### config.mk
export PLATFORM = sky130hd
export DESIGN_NAME = s2p
export DESIGN_NICKNAME = d
export VERILOG_FILES = /design/src/rtl/s2p.sv
export SDC_FILE = /design/constraint.sdc
export NUM_CORES = 1
export LEC_CHECK = 0
export BUFFER_PORTS_ARGS = -buffer_cell sky130_fd_sc_hd__buf_2
export CAP_MARGIN = 20
export CORE_ASPECT_RATIO = 0.9
export CORE_MARGIN = 1
export CORE_UTILIZATION = 51
export CTS_CLUSTER_DIAMETER = 120
export DETAILED_ROUTE_END_ITERATION = 7
export PLACE_DENSITY = 0.76
export SYNTH_ARGS = -nofsm -noshare
export SYNTH_HDL_FRONTEND = slang
export SYNTH_SLANG_ARGS = --single-unit
### constraint.sdc
create_clock -name clk -period 1.7 [get_ports clk]
set_input_delay 0.425 -clock clk [delete_from_list [all_inputs] [get_ports clk]]
set_output_delay 0.425 -clock clk [all_outputs]
set_load 0.01 [all_outputs]
### src/rtl/s2p.sv
// Serial-to-parallel converter: assembles N LSB-first serial bits into a word
// and presents it on a parallel valid/ready port through a one-word output register.
module s2p #(
  parameter int N = 8
) (
  input  logic         clk,
  input  logic         rstn,
  input  logic         s_valid,
  input  logic         s_data,
  output logic         s_ready,
  output logic [N-1:0] p_data,
  output logic         p_valid,
  input  logic         p_ready
);

  localparam int            CW   = $clog2(N);
  localparam logic [CW-1:0] LAST = CW'(N - 1);

  logic [N-1:0]  sh_q, sh_d;
  logic [CW-1:0] count_q, count_d;
  logic [N-1:0]  p_data_q, p_data_d;
  logic          p_valid_q, p_valid_d;

  logic          at_last;
  logic          accept;
  logic          final_bit;
  logic [N-1:0]  sh_next;

  assign at_last   = (count_q == LAST);
  // Only the word-completing bit can stall; partial-word bits always fit in sh.
  assign s_ready   = !(at_last && p_valid_q && !p_ready);
  assign accept    = s_valid && s_ready;
  assign final_bit = accept && at_last;
  assign sh_next   = {s_data, sh_q[N-1:1]};

  always_comb begin
    sh_d      = sh_q;
    count_d   = count_q;
    p_data_d  = p_data_q;
    p_valid_d = p_valid_q;

    if (accept) begin
      sh_d    = sh_next;
      count_d = at_last ? '0 : count_q + CW'(1);
    end

    // A final bit arriving in the same cycle as a consume reloads without a bubble.
    if (final_bit) begin
      p_data_d  = sh_next;
      p_valid_d = 1'b1;
    end else if (p_ready) begin
      p_valid_d = 1'b0;
    end
  end

  always_ff @(posedge clk) begin
    if (!rstn) begin
      sh_q      <= '0;
      count_q   <= '0;
      p_data_q  <= '0;
      p_valid_q <= 1'b0;
    end else begin
      sh_q      <= sh_d;
      count_q   <= count_d;
      p_data_q  <= p_data_d;
      p_valid_q <= p_valid_d;
    end
  end

  assign p_data  = p_data_q;
  assign p_valid = p_valid_q;

endmodule

; Yosys cells after proc, flatten, opt, wreduce, memory -nomap -nowiden
; Index checks and enable logic that the tools add are counted.
[word_totals]
register_bits = 20
in_bits = 5
output_inout_bits = 10
elab_cells = 16
[classes]
addsub = 1
n_eq_ne = 1
mux = 3
n_reduce_logical = 7
[ops]
columns = op, count
row1 = $logic_and 1x1->1, 4
row2 = $add 3x1->3 const B, 1
row3 = $eq 3x3->1 const B, 1
row4 = $mux 3, 1
row5 = $logic_not 1->1, 2
row6 = $mux 1, 2
row7 = $reduce_bool 2->1, 1

; Depth between registers and ports, before layout
[depth]
ltp_word = 7
depth_mapped = 6
ltp_nobuf = 5

; Worst setup path before layout
; No wires, ideal clock.
[synth_timing]
path_type = register to register
from = register count_q[0]
to = register count_q[0]
setup_time_ns = 0.116
arrival_time_ns = 1.296
t_required_ns = 1.584
slack_ns = 0.288
path_stages_with_launch = 6
n_path_buf = 0
synth_period_minus_slack_ns = 1.412
path_cell_list = dfxtp_1 -> ha_1 -> ha_1 -> nand3b_1 -> nand2_4 -> a31o_2
[synth_via]
elab_chain_cells = 5
word_cells_on_any_way = 7
classes_between = 1 x add/sub / 1 x eq/ne / 1 x mux / 4 x reduce/logical
[synth_lines]
columns = element, line
row1 = "start, declared", 20  ; logic [CW-1:0] count_q, count_d;
row2 = "start signal, assigned", 64  ; count_q <= count_d;
row3 = $eq 3x3->1, 29  ; assign at_last = (count_q == LAST);
row4 = $logic_and 1x1->1 (2 in series), 31  ; assign s_ready = !(at_last && p_valid_q && !p_ready);
row5 = $logic_not 1->1, 31
row6 = named net s_ready, 10  ; output logic s_ready,
row7 = $logic_and 1x1->1, 32  ; assign accept = s_valid && s_ready;
; The timed path passes the listed nets, and every way through them passes these cells.
; A chain may end at the register's enable or synchronous reset.

; Final worst setup path
[layout_timing]
from = register count_q[1]
to = output port s_ready
[layout_via]
elab_chain_cells = 4
[layout_lines]
columns = element, line
row1 = $eq 3x3->1, 29
row2 = $logic_and 1x1->1 (2 in series), 31
row3 = $logic_not 1->1, 31
row4 = "end, declared", 10
; Every way passes these cells.

==> results.py <==
metrics = {
    "run_status": {
        "outcome": "finished, final reports clean",
    },
    "min_path": {
        "min_path_cells": 3,
        "hold-path-endpoint": "p_data[7]$_SDFFE_PN0P_",
        "hold_path_class": "primary input to flip-flop",
        "min_from": "s_data",
    },
    "grt": {
        "use_met3_pct": 8.41,
        "met2_usage_pct": 34.0,
        "use_met1_pct": 25.7,
        "grt_pass1_wl_mm": 2.55,
        "antenna_found_initial": 0,
        "grt_busiest_layer": "met2",
        "grt_pass1_vias": 599,
        "grt_usage_pct": 21.3,
        "grt_overflow": 0,
        "grt_max_degree": 24,
    },
    "logic_synthesis": {
        "ys_ff_latch": 19,
        "synth_common_cells": "dfxtp_1, nand2_1",
        "postSynthCellCount": 78,
        "synthTopCellsByArea": "dfxtp_1, mux2i_1, a21boi_1",
        "synth_top_family_by_area": "simple AND/OR/NAND/NOR gates",
        "yosysWarnings": 0,
        "synthFlopType": "dfxtp_1",
        "synth_mux_area_share_pct": 10.3,
        "synthSimpleGateAreaFrac_pct": 18.1,
        "synth_xor_xnor_area_share_pct": 0,
        "synth_top_area_cell": "dfxtp_1",
        "synth_nets": 85,
        "synth_compound_area_share_pct": 16.1,
        "netlist_area_sq_um": 776,
        "synth.distinct_cells": 19,
        "yosysMostFrequentCell": "dfxtp_1",
        "synth_edf_count": 0,
        "seq_area_frac_synth_pct": 49.0,
        "avgSynthCellArea_sq_um": 9.95,
        "synth_top_area_share_pct": 49.0,
        "synth_fa_ha_area_share_pct": 3.23,
        "ys_async_sr_fraction_pct": 0,
    },
    "power": {
        "p_comb_share_pct": 6.2,
        "powerDensity_nw_per_um2": 791,
        "seqPwrFrac_pct": 62.8,
        "power.leakage_nw": 0.396,
        "switching_share_pct": 22.7,
        "switchingPower_uw": 165,
        "intPower_uw": 563,
        "ir_drop_mv": 0.573,
        "power_frac_clock_pct": 31.1,
    },
    "timing": {
        "fin_tns_setup_ns": 0,
        "hold_ws_ns": 0.384,
        "timing.fmax_mhz": 603,
        "slew_headroom_pct": 77.6,
        "finalCriticalPeriod_ns": 1.66,
        "finalHoldViolCount": 0,
        "maxSlewViolCount": 0,
        "finClkSkew_ns": 0.00694,
        "tightest_slew_ns": 0.336,
        "setup_viol": 0,
        "period_share_pct": 97.5,
    },
    "critical_path": {
        "crit_fanout": 4,
        "worst-setup-path-type": "flip-flop to output pin",
        "crit_path_start": "count_q[1]$_SDFFE_PN0P_",
        "start_kind": "flip-flop",
        "rr_endpoint": "count_q[1]$_SDFFE_PN0P_",
        "reg2reg_slack_ns": 0.20,
        "cp.required_ns": 1.27,
        "r2r_cells": 7,
        "critPathCaptureType": "output pin",
        "reg2reg_from": "count_q[0]$_SDFFE_PN0P_",
        "arrival_ns": 1.23,
    },
    "drt": {
        "vias": 611,
        "wl_mm": 1.51,
        "via_per_inst": 5.50,
        "wl_per_cell_microns": 13.6,
        "drcViolationCount": 0,
        "drt-pass1-iter-count": 4,
        "drtIter0Drc": 8,
        "drtAntennaViolNets": 0,
    },
    "clock_network": {
        "numClockSinks": 19,
        "worstSkewPairLatency_ns": 0.30,
        "htreeDepth": 1,
        "cts_hold_buf": 0,
        "clock-root-buffer": "clkbuf_4",
        "cts_tree": "yes",
        "cts_made_buffers": 3,
        "cts.path.max_buffers": 2,
        "clkSlewWorstSetupHoldPaths_ns": 0.10,
    },
    "placement": {
        "gp_congestion": 0.743,
        "port_buffers": 14,
    },
    "die": {
        "initial_utilization_pct": 58.7,
        "die_x_microns": 43.1,
        "core_sq_um": 1320,
        "ios": 15,
        "dieArea_sq_um": 1680,
        "rows": 12,
        "die_h_microns": 39,
    },
    "cells_and_area": {
        "fin_nets": 105,
        "layout-drive-gt1-share_pct": 30.9,
        "syn_to_final_growth_pct": 18.7,
        "antenna_cells": 0,
    },
    "flow_run": {
        "maxCapViolCount": 0,
    },
}
[metal layers]
layer	part of all wire, %	vias to the layer above
met1	50	284
met4	0	0
met5	0	-
met3	4.1	0
li1	-	315
met2	46	12
[worst max path at each step]
stage	to	slack [ns]	cells past startpoint
5_1_grt	s_ready	-0.03	4
3_5_place_dp	s_ready	0.20	4
6_report	s_ready	0.04	4
4_1_cts	s_ready	0.009	4
2_1_floorplan	count_q[0]$_SDFFE_PN0P_	0.29	5
3_3_place_gp	s_ready	0.26	4
[critical path, stage by stage, from the launching register on]
cell	delay (ns)
dfxtp_2	0.35
ha_2	0.18
ha_4	0.14
nand3b_1	0.11
buf_2	0.16
[final cells by class]
cell class	instances	area (sq um)
sequential	19	383
multi-input combinational	55	385
tap	14	17.5
fill	101	400
clock buffer	3	22.5
timing repair buffer	19	108
clock inverter	1	5.00
[power groups by stage]
stage / Clock, mW / Sequential (mW) / Combinational [mW]
final: 0.226 / 0.457 / 0.0450
after global routing: 0.251 / 0.458 / 0.0486
after CTS: 0.234 / 0.457 / 0.0412
after detailed placement: 0 / 0.467 / 0.0405
after global placement: 0 / 0.466 / 0.0392
after floorplan: 0 / 0.466 / 0.0285
[cells in the final DEF, fill, tap and decap left out, types with 2 or more instances in the layout]
master     n
buf_2     14
mux2i_1    8
dfxtp_2    2
buf_4      5
a21boi_1   8
nand3_1    8
a31o_2     2
o21ai_0    8
nand2_1   11
dfxtp_1   17
clkbuf_4   3
[logic make-up (layout without fill, tap and decap cells)]
logic type                 after synthesis  after routing
AOI/OAI and AO/OA                       19             19
buffers and inverters                    4             23
and+or+nand+nor                         26             26
adders and majority gates                2              2
muxes                                    8              8
DFF                                     19             19
[what timing repair did]
item | 4_1_cts | 5_1_grt
gates resized for setup | 4 | 1
setup endpoints to repair | 1 | 1
gates cloned | 0 | 0
setup buffers | 1 | 4
pin swaps | 1 | 0
[stage by stage]
step | cells | util [%] | setup WS, ns | total power [mW] | area [sq um]
global route | 111 | 69.7 | -0.0301 | 0.757 | 921
detailed placement | 102 | 63.4 | 0.198 | 0.507 | 838
floorplan | 78 | - | 0.288 | 0.494 | 776
CTS | 107 | 67.3 | 0.00924 | 0.732 | 890
global placement | 102 | 63.4 | 0.265 | 0.505 | 838
finish | 111 | 69.7 | 0.0425 | 0.729 | 921
[state kept, by name, summed over array words and instances, names as in the netlist]
register	cells
p_data	8
count_q	3
sh_q	7
p_valid	1
Power figures use the tool's default switching activity.
